`config.mk`:
```
export PLATFORM = sky130hd
export DESIGN_NAME = wb_mem_arbiter
export DESIGN_NICKNAME = d
export VERILOG_FILES = /design/src/rtl/wb_arb_pkg.sv /design/src/rtl/wb_mem_arbiter_rr_pick.sv /design/src/rtl/wb_mem_arbiter.sv
export SDC_FILE = /design/constraint.sdc
export NUM_CORES = 1
export LEC_CHECK = 0
export ABC_AREA = 1
export BUFFER_PORTS_ARGS = -buffer_cell sky130_fd_sc_hd__buf_2
export CORE_AREA = 2 2 118 120
export DETAILED_ROUTE_END_ITERATION = 8
export DIE_AREA = 0 0 120 122
export SLEW_MARGIN = 5
export SYNTH_ARGS = -nofsm -noshare
export SYNTH_HDL_FRONTEND = slang
export SYNTH_SLANG_ARGS = --single-unit
```
`constraint.sdc`:
```
create_clock -name clk -period 1.6 [get_ports clk]
set_clock_uncertainty 0.05 [all_clocks]
set_input_delay 0.4 -clock clk [delete_from_list [all_inputs] [get_ports clk]]
set_output_delay 0.4 -clock clk [all_outputs]
set_load 0.02 [all_outputs]
```
`src/rtl/wb_arb_pkg.sv`:
```
// Shared types, constants and the round-robin pick function for the
// Wishbone memory arbiter.
package wb_arb_pkg;

    typedef enum logic {
        ARB_IDLE  = 1'b0,
        ARB_GRANT = 1'b1
    } arb_state_t;

    localparam logic [2:0] CTI_CLASSIC = 3'b000;
    localparam logic [2:0] CTI_INCR    = 3'b010;
    localparam logic [2:0] CTI_EOB     = 3'b111;

    // Widest arbiter supported; the pick function works on this width and
    // callers zero-extend their request vector.
    localparam int MAX_MASTERS = 8;

    // First requester at or after ptr in cyclic order over n masters,
    // returned one-hot (all zero when nobody requests).
    function automatic logic [MAX_MASTERS-1:0] rr_pick(
        input logic [MAX_MASTERS-1:0] req,
        input logic [2:0]             ptr,
        input int                     n
    );
        logic [MAX_MASTERS-1:0] grant;
        logic                   found;
        logic [2:0]             slot;
        grant = '0;
        found = 1'b0;
        for (int k = 0; k < MAX_MASTERS; k++) begin
            slot = 3'((int'(ptr) + k) % n);
            if (k < n && !found && req[slot]) begin
                grant[slot] = 1'b1;
                found       = 1'b1;
            end
        end
        return grant;
    endfunction

endpackage

```
`src/rtl/wb_mem_arbiter_rr_pick.sv`:
```
// Combinational round-robin priority encoder: request vector and pointer
// in, one-hot grant and its binary index out.
module wb_arb_rr_pick
    import wb_arb_pkg::*;
#(
    parameter int NUM_MASTERS = 2,
    parameter int IW          = 1
) (
    input  logic [NUM_MASTERS-1:0] i_req,
    input  logic [IW-1:0]          i_ptr,
    output logic [NUM_MASTERS-1:0] o_grant,
    output logic [IW-1:0]          o_idx
);

    logic [MAX_MASTERS-1:0] w_req_pad;
    logic [MAX_MASTERS-1:0] w_pick;

    assign w_req_pad = MAX_MASTERS'(i_req);
    assign w_pick    = rr_pick(w_req_pad, 3'(i_ptr), NUM_MASTERS);
    assign o_grant   = w_pick[NUM_MASTERS-1:0];

    // Encode the one-hot pick into the index the top stores for muxing.
    always_comb begin
        o_idx = '0;
        for (int k = 0; k < MAX_MASTERS; k++) begin
            if (w_pick[k]) begin
                o_idx = IW'(k);
            end
        end
    end

endmodule

```
`src/rtl/wb_mem_arbiter.sv`:
```
// Round-robin Wishbone B3 arbiter in front of the single external memory
// port. The grant follows the winning master's cyc, so bursts and locked
// sequences are never split. Optional stalled-slave watchdog is enabled by
// defining WB_ARB_TIMEOUT_EN.
module wb_mem_arbiter
    import wb_arb_pkg::*;
#(
    parameter int NUM_MASTERS    = 2,
    parameter int AW             = 32,
    parameter int DW             = 32,
    parameter int TIMEOUT_CYCLES = 256
) (
    input  logic                             clk,
    input  logic                             rst_sys,
    input  logic [NUM_MASTERS-1:0][AW-1:0]   m_adr_i,
    input  logic [NUM_MASTERS-1:0][DW-1:0]   m_dat_i,
    input  logic [NUM_MASTERS-1:0][DW/8-1:0] m_sel_i,
    input  logic [NUM_MASTERS-1:0]           m_cyc_i,
    input  logic [NUM_MASTERS-1:0]           m_stb_i,
    input  logic [NUM_MASTERS-1:0]           m_we_i,
    input  logic [NUM_MASTERS-1:0][2:0]      m_cti_i,
    input  logic [NUM_MASTERS-1:0][1:0]      m_bte_i,
    output logic [NUM_MASTERS-1:0]           m_ack_o,
    output logic [NUM_MASTERS-1:0]           m_err_o,
    output logic [NUM_MASTERS-1:0]           m_rty_o,
    output logic [DW-1:0]                    m_dat_o,
    output logic [AW-1:0]                    s_adr_o,
    output logic [DW-1:0]                    s_dat_o,
    output logic [DW/8-1:0]                  s_sel_o,
    output logic                             s_cyc_o,
    output logic                             s_stb_o,
    output logic                             s_we_o,
    output logic [2:0]                       s_cti_o,
    output logic [1:0]                       s_bte_o,
    input  logic                             s_ack_i,
    input  logic                             s_err_i,
    input  logic                             s_rty_i,
    input  logic [DW-1:0]                    s_dat_i,
    output logic [NUM_MASTERS-1:0]           grant_o
);

    localparam int IW = $clog2(NUM_MASTERS);

    if (NUM_MASTERS < 2 || NUM_MASTERS > MAX_MASTERS || TIMEOUT_CYCLES < 2) begin : g_param_check
        $error("wb_mem_arbiter: NUM_MASTERS must be 2..8 and TIMEOUT_CYCLES >= 2");
    end

    arb_state_t              r_state;
    logic [NUM_MASTERS-1:0]  r_grant;
    logic [IW-1:0]           r_gidx;
    logic [IW-1:0]           r_rr_ptr;

    logic [NUM_MASTERS-1:0]  w_pick_grant;
    logic [IW-1:0]           w_pick_idx;
    logic                    w_gnt_cyc;
    logic                    w_cyc_raw;
    logic                    w_stb_raw;
    logic                    w_timeout;

    wb_arb_rr_pick #(
        .NUM_MASTERS (NUM_MASTERS),
        .IW          (IW)
    ) u_rr_pick (
        .i_req   (m_cyc_i),
        .i_ptr   (r_rr_ptr),
        .o_grant (w_pick_grant),
        .o_idx   (w_pick_idx)
    );

    assign w_gnt_cyc = m_cyc_i[r_gidx];

    // Arbitration FSM: latch the winner on any cyc, release when its cyc drops.
    always_ff @(posedge clk or posedge rst_sys) begin
        if (rst_sys) begin
            r_state  <= ARB_IDLE;
            r_grant  <= '0;
            r_gidx   <= '0;
            r_rr_ptr <= '0;
        end else begin
            case (r_state)
                ARB_IDLE: begin
                    if (|m_cyc_i) begin
                        r_state <= ARB_GRANT;
                        r_grant <= w_pick_grant;
                        r_gidx  <= w_pick_idx;
                    end
                end
                ARB_GRANT: begin
                    // Always pass through IDLE so the slave sees cyc drop.
                    if (!w_gnt_cyc) begin
                        r_state  <= ARB_IDLE;
                        r_grant  <= '0;
                        r_rr_ptr <= (r_gidx == IW'(NUM_MASTERS - 1)) ? '0 : r_gidx + IW'(1);
                    end
                end
                default: begin
                    r_state <= ARB_IDLE;
                    r_grant <= '0;
                end
            endcase
        end
    end

    // Slave-side mux; an all-zero grant (IDLE or reset) drives everything low.
    always_comb begin
        s_adr_o   = '0;
        s_dat_o   = '0;
        s_sel_o   = '0;
        s_we_o    = 1'b0;
        s_cti_o   = '0;
        s_bte_o   = '0;
        w_cyc_raw = 1'b0;
        w_stb_raw = 1'b0;
        for (int k = 0; k < NUM_MASTERS; k++) begin
            if (r_grant[k]) begin
                s_adr_o   = m_adr_i[k];
                s_dat_o   = m_dat_i[k];
                s_sel_o   = m_sel_i[k];
                s_we_o    = m_we_i[k];
                s_cti_o   = m_cti_i[k];
                s_bte_o   = m_bte_i[k];
                w_cyc_raw = m_cyc_i[k];
                w_stb_raw = m_stb_i[k];
            end
        end
    end

    assign s_cyc_o = w_cyc_raw;
    assign s_stb_o = w_stb_raw & ~w_timeout;

    // Route slave terminations only to the granted master.
    always_comb begin
        m_ack_o = r_grant & {NUM_MASTERS{s_ack_i}};
        m_err_o = r_grant & {NUM_MASTERS{s_err_i | w_timeout}};
        m_rty_o = r_grant & {NUM_MASTERS{s_rty_i}};
    end

    // Read data is shared; each master qualifies it with its own ack.
    assign m_dat_o = s_dat_i;
    assign grant_o = r_grant;

`ifdef WB_ARB_TIMEOUT_EN
    localparam int CNT_W = $clog2(TIMEOUT_CYCLES);

    logic [CNT_W-1:0] r_wdt_cnt;
    logic             w_term;

    assign w_term    = s_ack_i | s_err_i | s_rty_i;
    // A real termination in the last cycle wins over the watchdog.
    assign w_timeout = w_stb_raw && !w_term && (r_wdt_cnt == CNT_W'(TIMEOUT_CYCLES - 1));

    // Watchdog: count unanswered strobe cycles, clear on any termination.
    always_ff @(posedge clk or posedge rst_sys) begin
        if (rst_sys) begin
            r_wdt_cnt <= '0;
        end else if (r_state == ARB_IDLE || w_term || w_timeout) begin
            r_wdt_cnt <= '0;
        end else if (w_stb_raw) begin
            r_wdt_cnt <= r_wdt_cnt + CNT_W'(1);
        end
    end
`else
    assign w_timeout = 1'b0;
`endif

endmodule

```
==> qor.csv, run 1 <==
metric,value,unit
grt_pass1_vias,2461,
drv_cap,0,
gp_congestion,0.7502,
p_leak,2.215,nW
syn_to_final_growth,127.2,%
cts_buffers,3,
drive_above_1_share,55.68,%
die_area,0.01464,sq mm
synth_edf_count,0,
via_per_inst,4.082,
die_x,120,um
required,1.15,ns
maxSlewHeadroom,80.73,%
grt_max_degree,61,
peakVddDrop,0.8313,mV
synth.most_common_cell,nand2_1,
syn_inst,327,
clockBufferDepth,2,
setup_viol,83,
design.core.area,0.01350,sq mm
holdWs,0.01791,ns
start_util,12.07,%
pin_count,305,
fin_nets,727,
grt_use_total,10.23,%
yosysUniqueCellTypes,12,
num_rows,43,
htreeDepth,1,
gr-total-overflow,0,
drt_iter0_markers,137,
critical_path_arrival,1.35,ns
yosysSeqAreaShare,7.675,%
dp_hpwl,5777,um
worstPathMaxFanout,15,
period_needed,1.796,ns
cts.sinks,5,
final_antenna_net_count,0,
async_flop_share,100.0,%
syn-cell-area,0.001630,sq mm
dp_slack,0.01569,ns
worst_slack,-0.1960,ns
hold_class,primary input to async pin,
grt_antenna_before_repair,0,
wire_per_inst,15.08,um
ys.flop_type,dfrtp_1,
clk_pin_slew,0.03,ns
ys_top_cells_by_count,"nand2_1, nand3_1, buf_4",
drtPass1Iterations,4,
violations,negative setup slack,
routed_wl,10810,um
outcome,"complete, but fails checks",
critPathKind,flop to output port,
worstSetupEndpointType,output port,
postSynthAreaPerCell,4.986,sq um
power_density,1951,mW/mm^2
portBuffers,240,
fin_total_pwr,7.224,mW
cts-root-buf,clkbuf_16,
synth_top_area_share,38.22,%
finalMaxSlewViolations,0,
insertion_delay,0.23,ns
fmax,0.5568,GHz
grt_pass1_wl,11870,um
ys_warn_count,0,
postCtsHoldBufs,0,
num_vias,2927,
drc,0,
antenna_cells,0,
finalHoldViolations,0,
tightest_slew,0.2860,ns
syn_nets,516,
die_h,122,um
start_kind,flop,
ys_top_cells_by_area,"nand2_1, nand3_1, buf_4",
cts_tree,done,
finalCritPeriodShare,112.3,%
rsz0062_at_grt,yes,
synth_largest_area_cell,nand2_1,
ys_seq_elements,5,
==> metal layers <==
layer | track usage (%) | part of all wire (%) | vias to the layer above
met1 | 11.11 | 41 | 1308
met4 | 4.044 | 2.4 | 0
met3 | 2.247 | 7.5 | 18
met2 | 19.21 | 49 | 172
li1 | - | - | 1429
met5 | 0 | 0 | -
==> where the power goes <==
part	internal [mW]	total (mW)	switching [mW]
combinational	2.90	6.53	3.63
sequential	0.188	0.278	0.0894
clock	0.330	0.413	0.0831
total	3.42	7.22	3.80
==> path summary, 6_finish.rpt <==
check | from | to | slack (ns) | cells after the start
setup / recovery | grant_o[1]$_DFFE_PP0P_ | s_dat_o[27] | -0.20 | 5
hold / removal | rst_sys | r_gidx$_DFFE_PP0P_ | 0.02 | 2
setup reg to reg | grant_o[0]$_DFFE_PP0P_ | grant_o[0]$_DFFE_PP0P_ | 0.42 | 5
hold reg to reg | r_rr_ptr$_DFFE_PP0P_ | r_rr_ptr$_DFFE_PP0P_ | 0.46 | 2
max in group asynchronous | rst_sys | grant_o[0]$_DFFE_PP0P_ | 1.29 | 2
min in group clk | m_cyc_i[0] | grant_o[0]$_DFFE_PP0P_ | 0.41 | 3
==> worst max-delay path: stages (launching register included) <==
cell       delay [ns]
dfrtp_2          0.45
buf_4            0.18
clkbuf_16        0.18
nand2_1          0.07
nand2_1          0.07
buf_4            0.16
==> metrics by stage <==
step	setup TNS, ns	utilization [%]	cell area (sq um)	std cells
4_1_cts	-10.85	23.75	3207	701
6_report	-10.65	27.43	3704	717
2_1_floorplan	0	-	1630	327
5_1_grt	-15.12	27.43	3704	717
3_3_place_gp	0	20.37	2750	695
3_5_place_dp	0	20.37	2750	695
==> sequential cells by signal, summed over array words and instances, names as in the netlist <==
name,cells
grant_o,2
r_gidx,1
r_rr_ptr,1
r_state,1
==> timing repair <==
item | 4_1_cts | 5_1_grt
cloned | 2 | 12
setup buffers | 0 | 4
pin swaps | 0 | 1
resized for setup | 106 | 59
endpoints found under the setup margin | 79 | 83
==> cell families after synthesis <==
logic type | count (synthesis) | synth area share, %
compound gates | 4 | 1.381
simple gates | 248 | 63.39
flops | 5 | 7.675
buf+inv | 70 | 27.55
==> placed cells by master (no fill, tap or decap) <==
cell,n
buf_2,179
nand2_1,153
nand3_1,70
buf_6,58
nand3_2,11
clkbuf_16,11
nand2_2,10
inv_1,8
buf_12,8
buf_4,8
nand2_4,3
inv_2,3
dfrtp_1,3
buf_16,2
dfrtp_2,2
o21ai_0,1
o211ai_1,1
clkinv_8,1
nand3_4,1
o21ai_2,1
a21oi_1,1
clkbuf_1,1
buf_8,1
==> area by class of cell <==
cell class | instances | area (sq um)
fillers | 1514 | 9801
repair buffers | 264 | 2039
multi-input cells | 252 | 1175
well taps | 180 | 225.2
flip-flops and latches | 5 | 127.6
clock buffers | 4 | 78.83
inverters | 12 | 57.56
Power figures use the tool's default switching activity.
==> inputs of run 2 (changes only) <==
- CELL_PAD_IN_SITES_DETAIL_PLACEMENT: unset -> 1
- CELL_PAD_IN_SITES_GLOBAL_PLACEMENT: unset -> 1
- CORE_AREA: 2 2 118 120 -> 2 2 119 121
- DIE_AREA: 0 0 120 122 -> 0 0 121 123
- PLACE_DENSITY_LB_ADDON: unset -> 0.1
==> run 2 against run 1 <==
The flow still finishes with violations (negative setup slack). Highest routed layer unchanged. Sequential cell count did not move. Setup slack improved by 0.047 ns. Fmax rose by 2.7%. Die area rose by 1.7%. Total power rose by 2.4%. Register-to-register slack got worse by 0.02 ns. Sequential power barely moved. Core utilization rose by 1.1 points. Non-clock buffer count rose by 1. Clock-buffer cell count did not move.
==> qor.csv, run 2 (synthesis gave the netlist of run 1 again) <==
metric,value,unit,change
outcome,"complete, but fails checks",,unchanged
violations,negative setup slack,,unchanged
rsz0062_at_grt,yes,,unchanged
gr-total-overflow,0,,unchanged
setup_viol,83,,unchanged
tightest_slew,0.3213,ns,was 0.2860 ns
reg2reg_setup_slack,0.40,ns,was 0.42 ns
worstPathMaxFanout,15,,unchanged
fin_nets,728,,was 727
multi_input_area,0.001267,sq mm,was 0.001175 sq mm
num_vias,2904,,"was 2,927"
rr_worst_depth,5,,unchanged
cts-root-buf,clkbuf_16,,unchanged
drtPass1Iterations,4,,unchanged
period_needed,1.749,ns,was 1.796 ns
required,1.15,ns,about the same
num_rows,43,,unchanged
final_cell_mix,"buf_2, nand2_1, buf_6",,"was buf_2, nand2_1, nand3_1"
final_common_cell,buf_2,,unchanged
dp_slack,0.008170,ns,was 0.01569 ns
via_per_inst,4.045,,was 4.082
start_util,11.98,%,was 12.07%
design.core.area,0.01361,sq mm,was 0.01350 sq mm
start_kind,flop,,unchanged
grt_antenna_before_repair,0,,unchanged
cts_tree,done,,unchanged
pin_count,305,,unchanged
fillers,1740,,"was 1,514"
postCtsHoldBufs,0,,unchanged
dp_hpwl,7141,um,was 5777 um
cts.sinks,5,,unchanged
maxSlewHeadroom,78.35,%,was 80.73%
insertion_delay,0.23,ns,about the same
power_density,1907,mW/mm^2,was 1951 mW/mm^2
clk_pin_slew,0.03,ns,about the same
critical_path_arrival,1.30,ns,was 1.35 ns
fin_total_pwr,7.400,mW,was 7.224 mW
largest_reg_flops,2,,unchanged
final_antenna_net_count,0,,unchanged
routed_wl,10780,um,"was 10,810 um"
r2r_end,grant_o[1]$_DFFE_PP0P_,,was grant_o[0]$_DFFE_PP0P_
die_h,123,um,was 122 um
grt_pass1_vias,2830,,"was 2,461"
finalCritPeriodShare,109.3,%,was 112.3%
rr_startpoint,grant_o[1]$_DFFE_PP0P_,,was grant_o[0]$_DFFE_PP0P_
dpl-instance-area,0.002785,sq mm,was 0.002750 sq mm
gp_congestion,0.7428,,was 0.7502
die_area,0.01488,sq mm,was 0.01464 sq mm
wl_met2,5585,um,was 5282 um
cts_buffers,3,,unchanged
topRoutingLayerUsed,met4,,unchanged
finalMaxSlewViolations,0,,unchanged
die_x,121,um,was 120 um
critPathKind,flop to output port,,unchanged
worstSetupEndpointType,output port,,unchanged
p_leak,2.238,nW,was 2.215 nW
syn_to_final_growth,138.1,%,was 127.2%
tns,-9.263,ns,was -10.65 ns
drive_above_1_share,60.78,%,was 55.68%
design_area,0.003881,sq mm,was 0.003704 sq mm
regArea,127.6,sq um,unchanged
antenna_cells,0,,unchanged
portBuffers,240,,unchanged
finalHoldViolations,0,,unchanged
peakVddDrop,0.6310,mV,was 0.8313 mV
grt_pass1_wl,14320,um,"was 11,870 um"
holdWs,0.01998,ns,was 0.01791 ns
hold_class,primary input to async pin,,unchanged
worst_slack,-0.1487,ns,was -0.1960 ns
drc,0,,unchanged
grt_max_degree,49,,was 61
drv_cap,0,,unchanged
wire_per_inst,15.02,um,was 15.08 um
grt_use_total,12.03,%,was 10.23%
htreeDepth,1,,unchanged
fmax,0.5719,GHz,was 0.5568 GHz
clockBufferDepth,2,,unchanged
drt_iter0_markers,86,,was 137
wl_met3,928,um,was 809 um
wl_met1,4193,um,was 4464 um
==> run 2: routing by layer <==
layer	GRT usage (%)	vias to the layer above
met5	0	-
met4	2.471	0
met3	3.598	8
met2	22.72	144
met1	13.27	1326
li1	-	1426
==> run 2: layout make-up <==
type | count | area share, %
timing repair buffer | 265 | 54.74
multi-input combinational | 252 | 32.66
tap | 180 | 5.803
sequential | 5 | 3.288
clock buffer | 4 | 2.031
inverter | 12 | 1.483
==> run 2: critical path, cell delays in order, from the launching register on <==
cell and delay [ns]:
dfrtp_2 0.45, clkinv_8 0.13, clkbuf_16 0.20, nand3_1 0.07, nand2_1 0.05, buf_4 0.15
==> run 2: how the worst max path moves through the flow <==
stage | from | cells after the start | slack (ns) | endpoint
global placement | grant_o[1]$_DFFE_PP0P_ | 5 | 0.002 | s_adr_o[22]
floorplan | grant_o[1]$_DFFE_PP0P_ | 6 | 0.02 | s_adr_o[0]
finish | grant_o[1]$_DFFE_PP0P_ | 5 | -0.15 | s_adr_o[19]
CTS | grant_o[1]$_DFFE_PP0P_ | 5 | -0.17 | s_cti_o[2]
detailed placement | grant_o[1]$_DFFE_PP0P_ | 5 | 0.008 | s_adr_o[22]
global route | grant_o[1]$_DFFE_PP0P_ | 5 | -0.20 | s_adr_o[19]
==> run 2: where the power goes <==
group / internal, mW / total (mW) / switching [mW] / leakage, nW
clock: 0.331 / 0.419 / 0.0887 / 0.0382
combinational: 3.13 / 6.71 / 3.58 / 2.14
sequential: 0.188 / 0.275 / 0.0861 / 0.0573
==> run 2: repair_timing <==
item,CTS,global route
resized for setup,119,110
pin swaps,0,4
gates cloned,2,9
hold endpoints to repair,0,0
setup buffers,0,5
setup endpoints to repair,78,81
==> run 2: per-stage QoR <==
| step | util [%] | instances |
|---|---|---|
| 3_3_place_gp | 20.46 | 698 |
| 3_5_place_dp | 20.46 | 698 |
| 6_report | 28.51 | 718 |
| 4_1_cts | 24.25 | 704 |
| 5_1_grt | 28.51 | 718 |
| 2_1_floorplan | - | 327 |
